$ cat src/rtl/shift_unit_seq.sv
// Multi-cycle shift unit: LOAD/SLL/SRL/SRA/ROR/ROL on a 32-bit operand, one bit per clock.
// Latency: shamt=N>0 -> done N cycles after the start edge; shamt=0 or LOAD/NOP -> done right after it.
// No backpressure: start is honoured only in IDLE; requests while busy or done are dropped.
// Build option: define SHIFT_UNIT_FAST_EN for a single-cycle barrel implementation (same results).
module shift_unit_seq #(
   parameter int WIDTH   = 32,
   parameter int SHAMT_W = 5
) (
   input  logic               clk,
   input  logic               reset,
   input  logic               start,
   input  logic [2:0]         shift_op,
   input  logic [SHAMT_W-1:0] shamt,
   input  logic [WIDTH-1:0]   data_in,
   output logic [WIDTH-1:0]   data_out,
   output logic               busy,
   output logic               done
);

   typedef enum logic [1:0] {
      S_IDLE  = 2'd0,
      S_SHIFT = 2'd1,
      S_DONE  = 2'd2
   } state_t;

   localparam logic [2:0] OP_NOP  = 3'b000;
   localparam logic [2:0] OP_LOAD = 3'b001;
   localparam logic [2:0] OP_SLL  = 3'b010;
   localparam logic [2:0] OP_SRL  = 3'b011;
   localparam logic [2:0] OP_SRA  = 3'b100;
   localparam logic [2:0] OP_ROR  = 3'b101;
   localparam logic [2:0] OP_ROL  = 3'b110;

   state_t             state_q, state_d;
   logic [WIDTH-1:0]   data_q,  data_d;
   logic [SHAMT_W-1:0] count_q, count_d;
   logic [2:0]         op_q,    op_d;

   // True for the opcodes that actually move bits; LOAD and NOP only capture the operand.
   function automatic logic is_shift(input logic [2:0] op);
      return (op == OP_SLL) || (op == OP_SRL) || (op == OP_SRA) ||
             (op == OP_ROR) || (op == OP_ROL);
   endfunction

   // One-bit step applied per SHIFT cycle.
   function automatic logic [WIDTH-1:0] step(input logic [2:0] op, input logic [WIDTH-1:0] d);
      logic [WIDTH-1:0] r;
      r = d;
      case (op)
         OP_SLL:  r = {d[WIDTH-2:0], 1'b0};
         OP_SRL:  r = {1'b0, d[WIDTH-1:1]};
         OP_SRA:  r = {d[WIDTH-1], d[WIDTH-1:1]};
         OP_ROR:  r = {d[0], d[WIDTH-1:1]};
         OP_ROL:  r = {d[WIDTH-2:0], d[WIDTH-1]};
         default: r = d;
      endcase
      return r;
   endfunction

`ifdef SHIFT_UNIT_FAST_EN
   // Whole shift in one go; rotates use a doubled operand so the wrap-around falls out naturally.
   function automatic logic [WIDTH-1:0] barrel(input logic [2:0] op, input logic [WIDTH-1:0] d,
                                              input logic [SHAMT_W-1:0] n);
      logic [WIDTH-1:0]   r;
      logic [2*WIDTH-1:0] dd;
      r  = d;
      dd = {d, d};
      case (op)
         OP_SLL:  r = d << n;
         OP_SRL:  r = d >> n;
         OP_SRA:  r = $unsigned($signed(d) >>> n);
         OP_ROR:  begin dd = dd >> n; r = dd[WIDTH-1:0]; end
         OP_ROL:  begin dd = dd << n; r = dd[2*WIDTH-1:WIDTH]; end
         default: r = d;
      endcase
      return r;
   endfunction
`endif

   // State and datapath registers; reset aborts any operation without a done pulse.
   always_ff @(posedge clk) begin
      if (reset) begin
         state_q <= S_IDLE;
         data_q  <= '0;
         count_q <= '0;
         op_q    <= OP_NOP;
      end else begin
         state_q <= state_d;
         data_q  <= data_d;
         count_q <= count_d;
         op_q    <= op_d;
      end
   end

   // Next-state logic: accept in IDLE, step in SHIFT, single-cycle DONE back to IDLE.
   always_comb begin
      state_d = state_q;
      data_d  = data_q;
      count_d = count_q;
      op_d    = op_q;
      case (state_q)
         S_IDLE: begin
            if (start) begin
               op_d    = shift_op;
               count_d = shamt;
`ifdef SHIFT_UNIT_FAST_EN
               data_d  = barrel(shift_op, data_in, shamt);
               state_d = S_DONE;
`else
               data_d  = data_in;
               if ((shamt == '0) || !is_shift(shift_op)) begin
                  state_d = S_DONE;
               end else begin
                  state_d = S_SHIFT;
               end
`endif
            end
         end
         S_SHIFT: begin
            data_d  = step(op_q, data_q);
            count_d = count_q - 1'b1;
            // count is at least 1 on entry, so leaving at 1 means it never wraps
            if (count_q == SHAMT_W'(1)) begin
               state_d = S_DONE;
            end
         end
         S_DONE: begin
            state_d = S_IDLE;
         end
         default: begin
            state_d = S_IDLE;
         end
      endcase
   end

   assign data_out = data_q;
   assign busy     = (state_q == S_SHIFT);
   assign done     = (state_q == S_DONE);

endmodule

$ cat config.mk
export PLATFORM = sky130hd
export DESIGN_NAME = shift_unit_seq
export DESIGN_NICKNAME = d
export VERILOG_FILES = /design/src/rtl/shift_unit_seq.sv
export SDC_FILE = /design/constraint.sdc
export NUM_CORES = 1
export LEC_CHECK = 0
export ABC_AREA = 1
export BUFFER_PORTS_ARGS = -buffer_cell sky130_fd_sc_hd__buf_2
export CORE_ASPECT_RATIO = 0.7
export CORE_UTILIZATION = 24
export CTS_CLUSTER_SIZE = 28
export DETAILED_ROUTE_END_ITERATION = 10
export GPL_TIMING_DRIVEN = 0
export PLACE_DENSITY = 0.45
export SETUP_SLACK_MARGIN = 0.02
export SKIP_LAST_GASP = 1
export SLEW_MARGIN = 30
export SYNTH_ARGS = -nofsm -noshare
export SYNTH_HDL_FRONTEND = slang
export SYNTH_SLANG_ARGS = --single-unit
$ cat constraint.sdc
create_clock -name clk -period 1.6 [get_ports clk]
set_input_delay 0.32 -clock clk [delete_from_list [all_inputs] [get_ports clk]]
set_output_delay 0.32 -clock clk [all_outputs]
set_load 0.1 [all_outputs]
==> flow_metrics.py, run 1 <==
metrics = {
    "global_route": {
        "grt_pass1_wl_mm": 14.1,
        "antenna_violations_before_repair": 0,
        "first_global_vias": 2832,
        "groute.usage.overall_pct": 15.6,
        "largest_net_degree_at_the_start_of_global_routing": 14,
        "grt.overflow.total": 0,
    },
    "power": {
        "netSwitchingPower_w": 0.00218,
        "power.static_leakage_nw": 1.91,
        "p_clk_share_pct": 25.8,
        "swShare_pct": 47.1,
        "ir_worst_vdd_mv": 0.615,
        "power.share.sequential_pct": 28.0,
        "comb_power_share_pct": 46.2,
        "power_per_cell_area_mw_per_mm2": 1320,
        "power_w": 0.00461,
        "internal-power_w": 0.00244,
    },
    "final_layout": {
        "layout.nets": 600,
        "fill_cells": 1251,
        "num_antenna_cells": 0,
        "seq_area_um2": 846,
        "mostFrequentLayoutCell": "nand2_1",
        "layout-drive-gt1-share_pct": 21.9,
        "area_growth_syn_to_layout_pct": 32.0,
        "leading_cell_types_in_the_layout_fill_and_taps_excluded": "173 x nand2_1, 80 x buf_2, 72 x nand3_1, 68 x nor2_1, 42 x inv_1",
        "multi_input_area_mm2": 0.00154,
    },
    "synthesis": {
        "synth-xor-area-share_pct": 0.330,
        "netlist_instances": 467,
        "seq_area_frac_synth_pct": 31.6,
        "synth_area_in_adders_pct": 0.942,
        "synthDistinctLibCells": 27,
        "synth_top_area_share_pct": 31.6,
        "synth-simple-area-share_pct": 50.9,
        "muxShareOfSynthArea_pct": 0,
        "synth_top_family_by_area": "simple AND/OR/NAND/NOR gates",
        "synth_seq_cells": 42,
        "syn-cell-area_mm2": 0.00266,
        "synth-compound-area-share_pct": 4.19,
        "synth_area_leaders": "dfxtp_1 32%, nand2_1 25%, nand3_1 14%",
        "avgSynthCellArea_um2": 5.69,
        "netlist.top_cell.by_area": "dfxtp_1",
        "mappedNetlistNets": 512,
        "synth-warning-count": 0,
    },
    "timing": {
        "worst_clock_skew_ps": 8.25,
        "timing_hold_violations_final": 0,
        "layout_min_cycle_time_ps": 1540,
        "fmax_mhz": 647,
        "share_of_the_clock_period_used_by_the_worst_path_pct": 96.5,
        "setup_total_negative_slack_ps": 0,
        "rsz0062_at_grt": "yes",
        "final.setup.worst_slack_ps": 55.3,
        "slew_viol_final": 0,
        "timing.max_slew.rel_slack_pct": 65.7,
        "worst-slew-pin-transition_ps": 514,
        "final-setup-viol-count": 0,
    },
    "clock_tree": {
        "cts_made_buffers": 5,
        "tritoncts_clock_tree": "built",
        "clock_sink_count": 42,
        "ctsHtreeMaxLevel": 2,
        "cts.clk_slew.worst_paths_ps": 60,
        "clock-root-buffer": "clkbuf_16",
        "clock_insertion_delay_worst_skew_ps": 290,
        "clock_tree.buffer_depth": 2,
    },
    "placement": {
        "dp_hpwl_mm": 6.37,
        "preCtsSetupSlack_ps": -112,
        "finalWeightedCongestion": 0.775,
        "buffer_ports.inserted": 76,
    },
    "worst_setup_path": {
        "r2r.worst_path.cells": 8,
        "timing.critical_path.slowest_cell_delay_ps": 420,
        "r2r-start": "state_q[1]",
        "timing.critical_path.buf_inv": 2,
        "worst-setup-path-type": "reg2out",
        "critPathCaptureType": "primary output",
        "worstPathArrival_ps": 1220,
        "required_ps": 1280,
        "ff2ff_setup_slack_ps": 180,
        "worst_r2r_endpoint": "data_out[5]",
        "path_delay_family": "buffers and inverters",
        "timing.critical_path.fanout_max": 5,
        "critical_path_cell_count": 3,
        "crit_path_top_delay_cell": "buf_2",
        "start_kind": "flip-flop",
        "crit_path_cells": "inv_4 -> nor2_2 -> buf_2",
    },
    "drt": {
        "drtPass1Iterations": 4,
        "first_iter_violations": 235,
        "drc": 0,
        "viasPerCell": 4.30,
        "vias": 3027,
        "routed_wire_length_per_instance_um": 12.3,
        "drt_wl_total_mm": 8.66,
        "antenna_violating_nets_post_route": 0,
    },
    "worst_hold_path": {
        "depth_of_the_worst_hold_timing_path": 2,
        "worstHoldEndpoint": "count_q[4]",
        "worst_hold_path_type": "in2reg",
        "hold_path_startpoint": "reset",
    },
    "run_status": {
        "status": "finished, final reports clean",
    },
    "die": {
        "die_h_um": 90.0,
        "pin_count": 77,
        "dieArea_mm2": 0.0115,
        "core_mm2": 0.0106,
        "effective_utilization_at_floorplan_pct": 25.2,
        "dieWidth_um": 128,
        "std_cell_rows": 31,
    },
    "job": {
        "max-cap-violations": 0,
    },
}
-- worst max-delay path by stage --
stage                         endpoint  slack, ps          from
after floorplan           data_out[24]         80  data_out[23]
after global placement            busy        -90    state_q[0]
after detailed placement          busy       -110    state_q[0]
after CTS                         busy         20    state_q[1]
after global routing              done         10    state_q[1]
final                             done         60    state_q[1]
-- sequential cells by signal, summed over array words and instances (netlist names) --
| name | flops |
|---|---|
| data_out | 32 |
| op_q | 3 |
| count_q | 5 |
| state_q | 2 |
-- power by group through the flow --
stage,Clock [W],Combinational (W),Sequential (W)
detailed placement,0,0.00208,0.00131
CTS,0.00123,0.00211,0.00129
global route,0.00127,0.00233,0.00131
finish,0.00119,0.00213,0.00129
floorplan,0,0.000852,0.00213
global placement,0,0.00207,0.00131
-- routing by layer --
| metal | GRT usage [%] | vias up | share of wire, % |
|---|---|---|---|
| li1 | - | 1618 | - |
| met1 | 23.8 | 1315 | 55 |
| met2 | 21.7 | 85 | 37 |
| met3 | 3.51 | 9 | 7.2 |
| met4 | 3.24 | 0 | 0.76 |
| met5 | 0 | - | 0 |
-- Yosys cell counts, drive strengths merged --
master	number
inv	48
clkbuf	9
a31oi	1
o211ai	1
nand4	1
dfxtp	42
buf	16
nor2	71
nand3b	1
nand3	73
ha	2
o21ai	8
a21oi	10
nand2	177
or2	2
a211oi	1
nor3	3
xor2	1
-- area by class of cell --
| cell class | count | share of cell area, % |
|---|---|---|
| multi-input combinational | 353 | 43.8 |
| buffer | 25 | 4.53 |
| tap | 148 | 5.28 |
| inverter | 48 | 5.35 |
| clock inverter | 2 | 1.07 |
| timing repair buffer | 80 | 12.1 |
| sequential | 42 | 24.1 |
| clock buffer | 6 | 3.67 |
-- stage by stage --
stage / utilization (%) / hold slack [ps] / instances / area (µm²)
3_3_place_gp: 30.6 / 467 / 691 / 3230
4_1_cts: 32.5 / 279 / 699 / 3430
6_report: 33.2 / 290 / 704 / 3510
3_5_place_dp: 30.6 / 476 / 691 / 3230
2_1_floorplan: - / 389 / 467 / 2660
5_1_grt: 33.2 / 296 / 704 / 3510
-- timing repair --
action,in CTS,in global routing
pin swaps,0,1
endpoints found under the setup margin,1,24
setup buffers,0,4
gates cloned,0,1
hold buffers,0,0
gates resized for setup,10,15
-- cell families after synthesis --
family,Yosys count
DFF,42
and+or+nand+nor,328
AOI/OAI and AO/OA,21
adders and majority gates,2
buffers and inverters,73
xor gates and xnor gates,1
Power figures use the tool's default switching activity.
==> inputs of run 2 (changes only) <==
==> constraint.sdc (replaced) <==
create_clock -name clk -period 1.6 [get_ports clk]
set_input_delay 0.08 -clock clk [delete_from_list [all_inputs] [get_ports clk]]
set_output_delay 0.08 -clock clk [all_outputs]
set_load 0.1 [all_outputs]
==> run 2 against run 1 <==
Against the previous run: register-to-register slack hardly changed; critical path type unchanged; sequential share of layout area increased by 0.36 points; power fell by 0.63%; critical endpoint is now busy.
==> flow_metrics.py, run 2 (synthesized netlist as in run 1, its figures left out) <==
metrics = {
    "drt": {
        "drc": 0,
        "antenna_violating_nets_post_route": 0,
        "routed_wire_length_per_instance_um": 12.2,
        "vias": 2991,
        "drt_wl_total_mm": 8.55,
        "viasPerCell": 4.28,
        "first_iter_violations": 197,
        "drtPass1Iterations": 4,
    },
    "power": {
        "power_w": 0.00458,
        "internal-power_w": 0.00242,
        "power_per_cell_area_mw_per_mm2": 1330,
        "ir_worst_vdd_mv": 0.615,
        "p_clk_share_pct": 26.1,
        "comb_power_share_pct": 45.8,
        "swShare_pct": 47.3,
        "netSwitchingPower_w": 0.00217,
        "power.share.sequential_pct": 28.1,
        "power.static_leakage_nw": 1.89,
    },
    "die": {
        "dieArea_mm2": 0.0115,
        "die_h_um": 90.0,
        "core_mm2": 0.0106,
        "dieWidth_um": 128,
        "effective_utilization_at_floorplan_pct": 25.2,
        "std_cell_rows": 31,
        "pin_count": 77,
    },
    "placement": {
        "finalWeightedCongestion": 0.775,
        "preCtsSetupSlack_ps": 69.5,
        "buffer_ports.inserted": 76,
        "post_dp_cell_area_mm2": 0.00323,
        "dp_hpwl_mm": 6.37,
    },
    "final_layout": {
        "layout-drive-gt1-share_pct": 21.2,
        "layout.nets": 595,
        "seq_area_um2": 841,
        "multi_input_area_mm2": 0.00152,
        "area_growth_syn_to_layout_pct": 29.2,
        "mostFrequentLayoutCell": "nand2_1",
        "largest_register_ffs": 32,
        "leading_cell_types_in_the_layout_fill_and_taps_excluded": "173 x nand2_1, 80 x buf_2, 72 x nand3_1, 68 x nor2_1",
        "finalCoreUtilization_pct": 32.6,
        "num_antenna_cells": 0,
        "final_area_mm2": 0.00343,
        "fill_cells": 1256,
    },
    "clock_tree": {
        "cts_made_buffers": 5,
        "clock_tree.buffer_depth": 2,
        "clock_insertion_delay_worst_skew_ps": 290,
        "tritoncts_clock_tree": "built",
        "cts.clk_slew.worst_paths_ps": 70,
        "hold_buffers": 0,
        "clock_sink_count": 42,
        "post_cts_buffers": 0,
        "ctsHtreeMaxLevel": 2,
        "clock-root-buffer": "clkbuf_16",
    },
    "job": {
        "max-cap-violations": 0,
    },
    "worst_hold_path": {
        "worst_hold_path_type": "in2reg",
        "hold_path_startpoint": "reset",
    },
    "worst_setup_path": {
        "r2r-start": "state_q[0]",
        "critPathCaptureType": "primary output",
        "setup.worst_path.start": "state_q[0]",
        "endpoint": "busy",
        "worst-setup-path-type": "reg2out",
        "required_ps": 1520,
        "ff2ff_setup_slack_ps": 180,
        "r2r.worst_path.cells": 8,
        "worstPathArrival_ps": 1370,
        "start_kind": "flip-flop",
        "timing.critical_path.fanout_max": 10,
        "worst_r2r_endpoint": "data_out[0]",
    },
    "global_route": {
        "grt_pass1_wl_mm": 14.1,
        "grt.overflow.total": 0,
        "antenna_violations_before_repair": 0,
        "largest_net_degree_at_the_start_of_global_routing": 14,
        "top_usage_layer": "met1",
        "grt.met2_usage_pct": 21.6,
        "globalRouteMet3Util_pct": 3.51,
        "groute.layer.met1.usage_pct": 24.0,
        "first_global_vias": 2831,
        "groute.usage.overall_pct": 15.6,
    },
    "timing": {
        "slew_viol_final": 0,
        "final.setup.worst_slack_ps": 150,
        "layout_min_cycle_time_ps": 1450,
        "worst_clock_skew_ps": 8.84,
        "timing_hold_violations_final": 0,
        "rsz0062_at_grt": "yes",
        "final-setup-viol-count": 0,
        "share_of_the_clock_period_used_by_the_worst_path_pct": 90.6,
        "setup_total_negative_slack_ps": 0,
        "fmax_mhz": 690,
        "timing.max_slew.rel_slack_pct": 66.0,
        "worst-slew-pin-transition_ps": 510,
    },
    "run_status": {
        "status": "finished, final reports clean",
    },
}
-- run 2: changes by cell type in the layout (fill, tap and decap cells not counted), sizes merged --
cell   before  now
buf        93   89
nand2     178  177
-- run 2: what timing repair did --
| action | 4_1_cts | 5_1_grt |
|---|---|---|
| hold endpoints to repair | 0 | 0 |
| gates resized for setup | 4 | 15 |
| pin swaps | 0 | 0 |
| setup endpoints to repair | 1 | 31 |
-- run 2: power by group through the flow --
| stage | clock network [W] | logic (W) | registers [W] |
|---|---|---|---|
| after floorplan | 0 | 0.000852 | 0.00213 |
| after global placement | 0 | 0.00207 | 0.00131 |
| after detailed placement | 0 | 0.00208 | 0.00131 |
| after CTS | 0.00123 | 0.00210 | 0.00129 |
| after global routing | 0.00127 | 0.00229 | 0.00131 |
| final | 0.00120 | 0.00210 | 0.00129 |
-- run 2: layout make-up --
| class | count | share of cell area [%] |
|---|---|---|
| timing repair buffer | 76 | 11.4 |
| clock buffer | 6 | 3.75 |
| inverter | 48 | 5.25 |
| multi-input combinational | 352 | 44.2 |
| clock inverter | 2 | 1.09 |
| sequential | 42 | 24.5 |
| buffer | 25 | 4.48 |
| tap | 148 | 5.39 |
-- run 2: per-layer routing --
| metal | up-vias | share of wire (%) |
|---|---|---|
| met2 | 75 | 37 |
| met5 | - | 0 |
| li1 | 1608 | - |
| met4 | 0 | 0.82 |
| met1 | 1301 | 55 |
| met3 | 7 | 6.4 |
-- run 2: worst min-delay path by stage --
stage,cells past startpoint,endpoint,slack [ps]
after detailed placement,2,count_q[4],350
after global routing,2,count_q[3],60
after CTS,2,count_q[4],40
after global placement,2,count_q[4],360
final,2,count_q[4],40
after floorplan,1,count_q[3],150
-- run 2: critical path, stage by stage (launching register included) --
cell	delay (ps)
dfxtp_1	410
nand2_4	140
inv_2	120
buf_4	190
buf_8	210
-- run 2: stage by stage --
step	instances	hold WS (ps)
finish	699	44.2
global route	699	56.1
CTS	699	39.0
detailed placement	691	353
global placement	691	355
floorplan	467	149
